<file path="src/rtl/instruction_fetch.sv">
// Instruction-fetch stage: owns the program counter, issues one-word reads to
// instruction memory, buffers returned words in a 2-entry prefetch FIFO and
// presents {ir, pc_1, ir_valid} to decode, honouring stalls and redirects.
module instruction_fetch #(
    parameter logic [15:0] RESET_PC = 16'h0000,
    parameter logic [31:0] NOP_IR   = 32'h0000_0000
) (
    input  logic        clk,
    input  logic        rst,
    output logic [15:0] imem_addr,
    output logic        imem_req,
    input  logic [31:0] imem_data,
    input  logic        imem_valid,
    input  logic        stall,
    input  logic        redirect,
    input  logic [15:0] redirect_pc,
    output logic [31:0] ir,
    output logic [15:0] pc_1,
    output logic        ir_valid
);

    logic [15:0] pc;
    logic [1:0]  count;
    logic [1:0]  outstanding;
    logic [1:0]  drop;

    // Addresses of live (non-dropped) requests, oldest at aq_head
    logic [15:0] aq_addr [2];
    logic        aq_head;
    logic        aq_tail;

    // Prefetch FIFO of {address+1, word}, oldest at fq_head
    logic [15:0] fq_pc1  [2];
    logic [31:0] fq_word [2];
    logic        fq_head;
    logic        fq_tail;

    logic [2:0]  credit_used;
    logic        issue;
    logic        resp_live;
    logic        resp_drop;
    logic        resp_take;
    logic [15:0] resp_pc1;
    logic        advance;
    logic        pop;
    logic        bypass;
    logic        push;

    // Credit-based issue and routing of the returning word (FIFO, bypass or discard)
    always_comb begin
        credit_used = {1'b0, count} + {1'b0, outstanding};
        issue       = !redirect && (credit_used < 3'd2);
        resp_live   = imem_valid && (drop == 2'd0);
        resp_drop   = imem_valid && (drop != 2'd0);
        resp_take   = resp_live && !redirect;
        resp_pc1    = aq_addr[aq_head] + 16'd1;
        advance     = !redirect && !stall;
        pop         = advance && (count != 2'd0);
        bypass      = advance && (count == 2'd0) && resp_take;
        push        = resp_take && !bypass;
    end

    assign imem_req  = issue;
    assign imem_addr = pc;

    // Program counter: redirect target wins, otherwise advance on every issue
    always_ff @(posedge clk or posedge rst) begin
        if (rst) begin
            pc <= RESET_PC;
        end else if (redirect) begin
            pc <= redirect_pc;
        end else if (issue) begin
            pc <= pc + 16'd1;
        end
    end

    // Requests in flight: +1 per issue, -1 per response of any kind
    always_ff @(posedge clk or posedge rst) begin
        if (rst) begin
            outstanding <= '0;
        end else begin
            case ({issue, imem_valid})
                2'b10:   outstanding <= outstanding + 2'd1;
                2'b01:   outstanding <= outstanding - 2'd1;
                default: outstanding <= outstanding;
            endcase
        end
    end

    // Responses to discard: everything still in flight when a redirect is taken
    always_ff @(posedge clk or posedge rst) begin
        if (rst) begin
            drop <= '0;
        end else if (redirect) begin
            // A response arriving in the redirect cycle is discarded right now,
            // so it is not counted again.
            drop <= outstanding - {1'b0, imem_valid};
        end else if (resp_drop) begin
            drop <= drop - 2'd1;
        end
    end

    // Address queue: pairs each live response with the address it was issued for
    always_ff @(posedge clk or posedge rst) begin
        if (rst) begin
            aq_addr[0] <= '0;
            aq_addr[1] <= '0;
            aq_head    <= 1'b0;
            aq_tail    <= 1'b0;
        end else if (redirect) begin
            aq_head <= 1'b0;
            aq_tail <= 1'b0;
        end else begin
            if (issue) begin
                aq_addr[aq_tail] <= pc;
                aq_tail          <= ~aq_tail;
            end
            if (resp_live) begin
                aq_head <= ~aq_head;
            end
        end
    end

    // Prefetch FIFO: holds words that decode could not take yet
    always_ff @(posedge clk or posedge rst) begin
        if (rst) begin
            fq_pc1[0]  <= '0;
            fq_pc1[1]  <= '0;
            fq_word[0] <= '0;
            fq_word[1] <= '0;
            fq_head    <= 1'b0;
            fq_tail    <= 1'b0;
            count      <= '0;
        end else if (redirect) begin
            fq_head <= 1'b0;
            fq_tail <= 1'b0;
            count   <= '0;
        end else begin
            if (push) begin
                fq_pc1[fq_tail]  <= resp_pc1;
                fq_word[fq_tail] <= imem_data;
                fq_tail          <= ~fq_tail;
            end
            if (pop) begin
                fq_head <= ~fq_head;
            end
            case ({push, pop})
                2'b10:   count <= count + 2'd1;
                2'b01:   count <= count - 2'd1;
                default: count <= count;
            endcase
        end
    end

    // Output latch: bubble on redirect, hold on stall, else FIFO head, bypass or bubble
    always_ff @(posedge clk or posedge rst) begin
        if (rst) begin
            ir       <= NOP_IR;
            pc_1     <= '0;
            ir_valid <= 1'b0;
        end else if (redirect) begin
            ir       <= NOP_IR;
            ir_valid <= 1'b0;
        end else if (!stall) begin
            if (count != 2'd0) begin
                ir       <= fq_word[fq_head];
                pc_1     <= fq_pc1[fq_head];
                ir_valid <= 1'b1;
            end else if (resp_take) begin
                ir       <= imem_data;
                pc_1     <= resp_pc1;
                ir_valid <= 1'b1;
            end else begin
                ir       <= NOP_IR;
                ir_valid <= 1'b0;
            end
        end
    end

endmodule
</file>
<file path="config.mk">
export PLATFORM = sky130hd
export DESIGN_NAME = instruction_fetch
export DESIGN_NICKNAME = d
export VERILOG_FILES = /design/src/rtl/instruction_fetch.sv
export SDC_FILE = /design/constraint.sdc
export NUM_CORES = 1
export LEC_CHECK = 0
export CORE_MARGIN = 2
export CORE_UTILIZATION = 35
export DETAILED_ROUTE_END_ITERATION = 8
export GPL_TIMING_DRIVEN = 0
export REMOVE_ABC_BUFFERS = 1
export SYNTH_ARGS = -nofsm -noshare
export SYNTH_HDL_FRONTEND = slang
export SYNTH_SLANG_ARGS = --single-unit
</file>
<file path="constraint.sdc">
create_clock -name clk -period 16.4 [get_ports clk]
set_input_delay 3.28 -clock clk [delete_from_list [all_inputs] [get_ports clk]]
set_output_delay 3.28 -clock clk [all_outputs]
set_load 0.05 [all_outputs]
</file>
==> results.md, run 1 <==
- Final Wtd Congestion: roughly 0.76
- Clk_skew: roughly 0.0060 ns
- I/O Buffers: 118
- Post-route setup TNS: 0 ns
- Synth warn: 0
- Part of the power in registers: a little over two fifths
- Post-synth cell types: 42
- N_diodes: 0
- ANT nets after route: 0
- Adder-Cell Fraction of Synth Area: less than 1%
- Post-Syn Area per Cell: 10.08 µm²
- Status: finished clean
- Seq cells post-synth: slightly above 200
- Simple-gate share of the synthesized area: ~18%
- Minimum clock period: about 8.4 ns
- Met1 Resource Use GR: approximately 22%
- Cell Area, Synth: 9313 µm²
- Gr busiest metal: met2
- Worst hold path class: register to register
- Max FO, Critical Path: 47
- Vias after detailed routing: roughly 7k
- Fillers: between 2k and 2.5k
- Die height: 167.1 µm
- FMAX: roughly 0.12 GHz
- Final HPWL DP: around 14000 µm
- Number of global-route vias before repair: 6816
- Clock share of power: 24.8%
- Grt ovf: 0
- Ys async rst share: between 90% and 100%
- Crit end category: output pin
- Net Sw Power: 0.0006781 W
- Worst Hold Depth: 2
- Multiplexer share of the synthesized area: between 10% and 20%
- GR Util met3: under 10%
- Post-CTS Setup Inserts: 0
- Number of synthesized flops with an enable pin: 0
- Reg2reg setup slack: 13.12 ns
- Final Setup Violations: 0
- Min-delay src: fq_word[25]
- Post-synth top area share: between 50% and 60%
- CP Class: input pin to output pin
- Combinational share of power: 33.0%
- Synth Flop Type: dfrtp_1
- Drt drc: 0
- Share of layout cells above drive strength 1: between 7 and 8%
- Post_cts resized: 0
- RR Startpoint: aq_head
- Area contributors post-synth: dfrtp_1, nand2_1, mux2i_1, a221o_1, mux2_2
- Clock sinks: approximately 200
- Post-synthesis sequential area ratio: a little over half
- Skew-Pair Late Insertion Delay: between 0.4 and 0.5 ns
- Die Wd: approximately 170 µm
- Routed vias/inst: between 5 and 6
- DR pass1 iterations: 4
- Fin. Hold Viols: 0
- Area growth syn-to-layout: 23.89%
- Compound-cell area share of the yosys netlist: between 8 and 9%
- Pint: 0.001215 W
- RSZ-0062 raised after global routing: no
- Routed wire length: 21980 µm
- Avg WL per Cell: about 16 µm
- Sw frac: 35.83%
- Initial antenna violation count: 0
- TritonCTS clock tree: done
- Max-slew headroom: 7.862%
- Main combinational cell family by area after synthesis: simple AND/OR/NAND/NOR gates
- Post-synth top area cell: dfrtp_1
- Slew Viols, Final: 0
- Overall power: 0.001893 W
- Max H-tree Level: 1
- Post-synthesis xor/xnor area fraction: between 3 and 4%
- Pin count of the biggest net entering global routing: 107
- Met2 Usage GRT: about a quarter
- Die area: between 20000 and 30000 µm²
- FP Rows: 59
- # hold bufs at CTS: 0
- Final Cycle Share: between 50% and 60%
- CTS max path bufs: 3
- Post-Synthesis Cells: ~920
- Worst Tran Pin Value: ~1.4 ns
- Overall Global Routing Usage: roughly 16%
- Crit path launch type: input pin
- Worst VDD drop: 80.68 µV
- Reg2Reg Depth: 5
- Max cap viols: 0
- I/O pin count: around 120
- Total CTS buffers: 23
- R2r endpoint: pc_1[15]
- Critical Path AT: a little over 5 ns
- CTS Root Buffer Type: clkbuf_16
- Fin nets: about 1.1k
- First-pass GRT wire length: 36250 µm
- Clk slew on worst S/H paths: around 0.050 ns
- Std-Cell Core Area: roughly 26000 µm²
- Critical path required time: 13.12 ns
- Pleak: 5.108 nW
- Pwr/cell area: about 160 nW/µm²
- Hold Path End: fq_word[25]
- Initial Utilization: between 30% and 40%
- Detailed Route Iter0 Violations: approximately 460
## metal layers
metal	vias to the layer above	share of wire, %
met5	-	0
met4	0	1.9
met3	35	4.6
met2	175	45
met1	3424	49
li1	3362	-
## cells in the mapped netlist, drive strengths merged (4+ instances only)
cell / number
or3: 6
mux2: 50
nor3: 16
nand2: 265
nand3b: 7
nand3: 15
ha: 5
mux2i: 57
o21ai: 49
a221o: 36
nor2: 54
clkbuf: 38
xor2: 20
buf: 16
a21oi: 19
and2: 4
nand4: 10
dfrtp: 203
xnor2: 17
and3: 4
inv: 8
## area by class of cell
type | count | area (µm²) | share of cell area [%]
timing repair buffer | 127 | 1316 | 11.41
clock buffer | 34 | 636.9 | 5.520
clock inverter | 1 | 30.03 | 0.2603
multi-input combinational | 659 | 4014 | 34.79
sequential | 203 | 5084 | 44.06
tap | 335 | 419.2 | 3.633
inverter | 8 | 37.54 | 0.3253
## cell usage in the layout (no fill, tap or decap), types with 10 or more instances in the layout
cell type and instances:
a21oi_1 19, a221o_1 36, clkbuf_16 23, clkdlybuf4s50_1 117, dfrtp_1 202, mux2_1 18, mux2_2 32, mux2i_1 57
nand2_1 264, nand3_1 14, nand4_1 10, nor2_1 51, nor3_1 16, o21ai_0 36, o21ai_1 13, xnor2_1 17
xor2_1 20
## per-stage QoR
step	instance area [µm²]	setup WS, ns	util [%]	cells	hold slack, ns
2_1_floorplan	9091	7.581	-	870	0.4444
3_3_place_gp	10690	4.696	41.03	1323	0.4566
3_5_place_dp	10870	8.052	41.71	1332	0.4624
4_1_cts	11530	8.053	44.26	1367	0.4767
5_1_grt	11540	7.958	44.27	1367	0.4916
6_report	11540	8.046	44.27	1367	0.4722
## registers in the layout, summed over array words and instances (netlist names), 2 cells and up
register     cells
drop             2
outstanding      2
imem_addr       16
pc_1            16
fq_pc1          32
fq_word         64
ir              32
count            2
aq_addr         32
## worst max-delay path, stage by stage
cell and delay [ns]:
buf_2 0.35, or3_1 0.54, inv_2 0.08, clkdlybuf4s50_1 0.81
## worst max path at each step
stage,slack (ns),start,to
6_report,8.05,redirect,imem_req
5_1_grt,7.96,redirect,imem_req
4_1_cts,8.05,redirect,imem_req
2_1_floorplan,7.58,rst,aq_addr[0]
3_3_place_gp,4.70,rst,imem_addr[14]
3_5_place_dp,8.05,redirect,imem_req
## power groups by stage
stage	combinational, W	sequential (W)	clock (W)
2_1_floorplan	0.000334	0.000892	0
3_3_place_gp	0.000615	0.000802	0
3_5_place_dp	0.000629	0.000807	0
4_1_cts	0.000633	0.000799	0.000484
5_1_grt	0.000692	0.000823	0.000503
6_report	0.000625	0.000798	0.000470
## kinds of logic after synthesis
| group | Yosys count |
|---|---|
| muxes | 107 |
| and+or+nand+nor | 392 |
| xor gates and xnor gates | 37 |
| DFF | 203 |
| AOI/OAI and AO/OA | 117 |
| adders and majority gates | 6 |
| buffers and inverters | 62 |
Power figures use the tool's default switching activity.
==> run 2, diff against run 1 <==
==> constraint.sdc (replaced) <==
create_clock -name clk -period 7.35 [get_ports clk]
set_input_delay 1.47 -clock clk [delete_from_list [all_inputs] [get_ports clk]]
set_output_delay 1.47 -clock clk [all_outputs]
set_load 0.05 [all_outputs]
==> results of run 2 <==
The final DEF is identical to that of run 1. Status: finished clean.
Main changes from that run: setup slack after placement 8.052 ns -> 2.622 ns; setup slack after layout 8.046 ns -> 2.616 ns; register-to-register setup slack 13.12 ns -> 4.07 ns; total power 0.001893 W -> 0.004224 W; worst IR drop on VDD 80.68 µV -> 180.0 µV
==> edit, RTL diff (config.mk and constraints of run 2) <==
Make the reset (`rst`) synchronous in 6 clocked blocks.
--- a/src/rtl/instruction_fetch.sv
+++ b/src/rtl/instruction_fetch.sv
@@ -65,5 +65,5 @@
 
     // Program counter: redirect target wins, otherwise advance on every issue
-    always_ff @(posedge clk or posedge rst) begin
+    always_ff @(posedge clk) begin
         if (rst) begin
             pc <= RESET_PC;
@@ -76,5 +76,5 @@
 
     // Requests in flight: +1 per issue, -1 per response of any kind
-    always_ff @(posedge clk or posedge rst) begin
+    always_ff @(posedge clk) begin
         if (rst) begin
             outstanding <= '0;
@@ -89,5 +89,5 @@
 
     // Responses to discard: everything still in flight when a redirect is taken
-    always_ff @(posedge clk or posedge rst) begin
+    always_ff @(posedge clk) begin
         if (rst) begin
             drop <= '0;
@@ -102,5 +102,5 @@
 
     // Address queue: pairs each live response with the address it was issued for
-    always_ff @(posedge clk or posedge rst) begin
+    always_ff @(posedge clk) begin
         if (rst) begin
             aq_addr[0] <= '0;
@@ -123,5 +123,5 @@
 
     // Prefetch FIFO: holds words that decode could not take yet
-    always_ff @(posedge clk or posedge rst) begin
+    always_ff @(posedge clk) begin
         if (rst) begin
             fq_pc1[0]  <= '0;
@@ -154,5 +154,5 @@
 
     // Output latch: bubble on redirect, hold on stall, else FIFO head, bypass or bubble
-    always_ff @(posedge clk or posedge rst) begin
+    always_ff @(posedge clk) begin
         if (rst) begin
             ir       <= NOP_IR;
Formal check against the unedited RTL: differs if rst is asserted again (counterexample within 4 cycles, from zero or initial values and one cycle with rst high); with rst held inactive, the same outputs for 4 cycles.
==> edit against run 2 <==
  * Routed wire length is 3.6% lower
  * Final area is 1.6% higher
  * Critical endpoint unchanged
  * Worst setup slack worse by 0.58 ns
  * Register-to-register slack worse by 0.15 ns
  * Global-route usage is 0.67 points lower
  * Sequential cell count is 2 higher
  * Area after synthesis hardly changed
  * Worst hold slack worse by 0.028 ns
  * Sequential share of layout area is 1.9 points higher
  * Critical path depth is 1 higher
Power is not compared: it rests on default switching activity, and its combinational part moved more than twofold at a synthesized area within 25%.
==> edit: results (changes against run 2) <==
* **Placed Cells** 1259, was 1332
* **worst-path fanout max** 19, was 47
* **routed wirelength normalized by instance count** 16.3 um, was 16.1 um
* **count of filler cells inserted in the layout** 2451, was 2464
* **WL met1** 9820 um, was 10700 um
* **outcome** finished, final reports clean, unchanged
* **critical path data arrival time** 3.85 ns, was 3.26 ns
* **number of global-route vias before repair** 6346, was 6816
* **number of enable-type register cells in the synthesized netlist** 128, was 0
* **synth cell count leaders** sky130_fd_sc_hd__edfxtp_1, sky130_fd_sc_hd__nor2_1, sky130_fd_sc_hd__dfxtp_1, was sky130_fd_sc_hd__nand2_1, sky130_fd_sc_hd__dfrtp_1, sky130_fd_sc_hd__mux2i_1
* **clock latency of the later-clocked register in the worst-skew pair** 0.51 ns, was 0.49 ns
* **cell count after synthesis** 856, was 924
* **post-detailed-placement cell area** 10900 um2, about the same
* **ratio of cells with drive above 1 in the final layout** 0.0733, was 0.0775
* **total length of routed met2 wires** 9970 um, was 9890 um
* **Non-Filler Instances** 1303, was 1367
* **All-Layer GR Usage** 0.150, was 0.157
* **wire length of the first global-routing pass** 34100 um, was 36200 um
* **Detail Placement HPWL** 13400 um, was 14100 um
* **DR vias/cell** 5.00, was 5.12
* **synthesized-area fraction occupied by ao, oa, aoi and oai cells** 0.104, was 0.0867
* **slew at the pin closest to its max-slew limit** 1.07 ns, was 1.38 ns
* **portion of the post-synthesis area used by sequential elements** 0.578, was 0.545
* **post-layout net count** 1010, was 1081
* **largest net degree at the start of global routing** 50, was 107
-- edit: power by group --
part / switching (mW) / internal (mW) / leakage, nW
clock network: 0.467 / 0.726 / 0.390
logic: 0.199 / 0.132 / 1.80
registers: 0.0441 / 1.29 / 1.96
total: 0.709 / 2.14 / 4.15
-- edit: worst paths after layout --
path              cells after the start  slack [ns]            to      from
setup / recovery                      5        2.03      imem_req  redirect
hold / removal                        2        0.44      ir_valid  ir_valid
setup reg to reg                      6        3.92  fq_pc1[1][6]  count[0]
hold reg to reg                       2        0.44      ir_valid  ir_valid
-- edit: critical path: cells and delay by family --
| family | cells | cell delay [ns] |
|---|---|---|
| simple gates | 1 | 0.21 |
| buf+inv | 4 | 2.17 |
-- edit: metal layers --
| metal | global-route usage | up-vias |
|---|---|---|
| met2 | 0.250 | 126 |
| met3 | 0.0242 | 32 |
| met1 | 0.205 | 3078 |
| met4 | 0.0371 | 0 |
| met5 | 0 | - |
| li1 | - | 3274 |
-- edit: cell families (layout without fill, tap and decap cells) --
kind of cell               Yosys count  count (layout)
buffers and inverters               71             183
and+or+nand+nor                    325             325
muxes                               61              61
DFF                                205             205
adders and majority gates            7               7
AOI/OAI and AO/OA                  152             152
xor gates and xnor gates            35              35
-- edit: final cells by class --
type / instances / area share
inverter: 10 / 0.00320
clock inverter: 15 / 0.0133
tap: 335 / 0.0357
clock buffer: 29 / 0.0546
multi-input combinational: 580 / 0.316
timing repair buffer: 129 / 0.118
sequential: 205 / 0.460
-- edit: per-stage QoR --
stage | util | setup TNS, ns
final | 0.450 | 0
after global routing | 0.450 | 0
after CTS | 0.450 | 0
after detailed placement | 0.419 | 0
after global placement | 0.409 | -378.30
after floorplan | - | 0
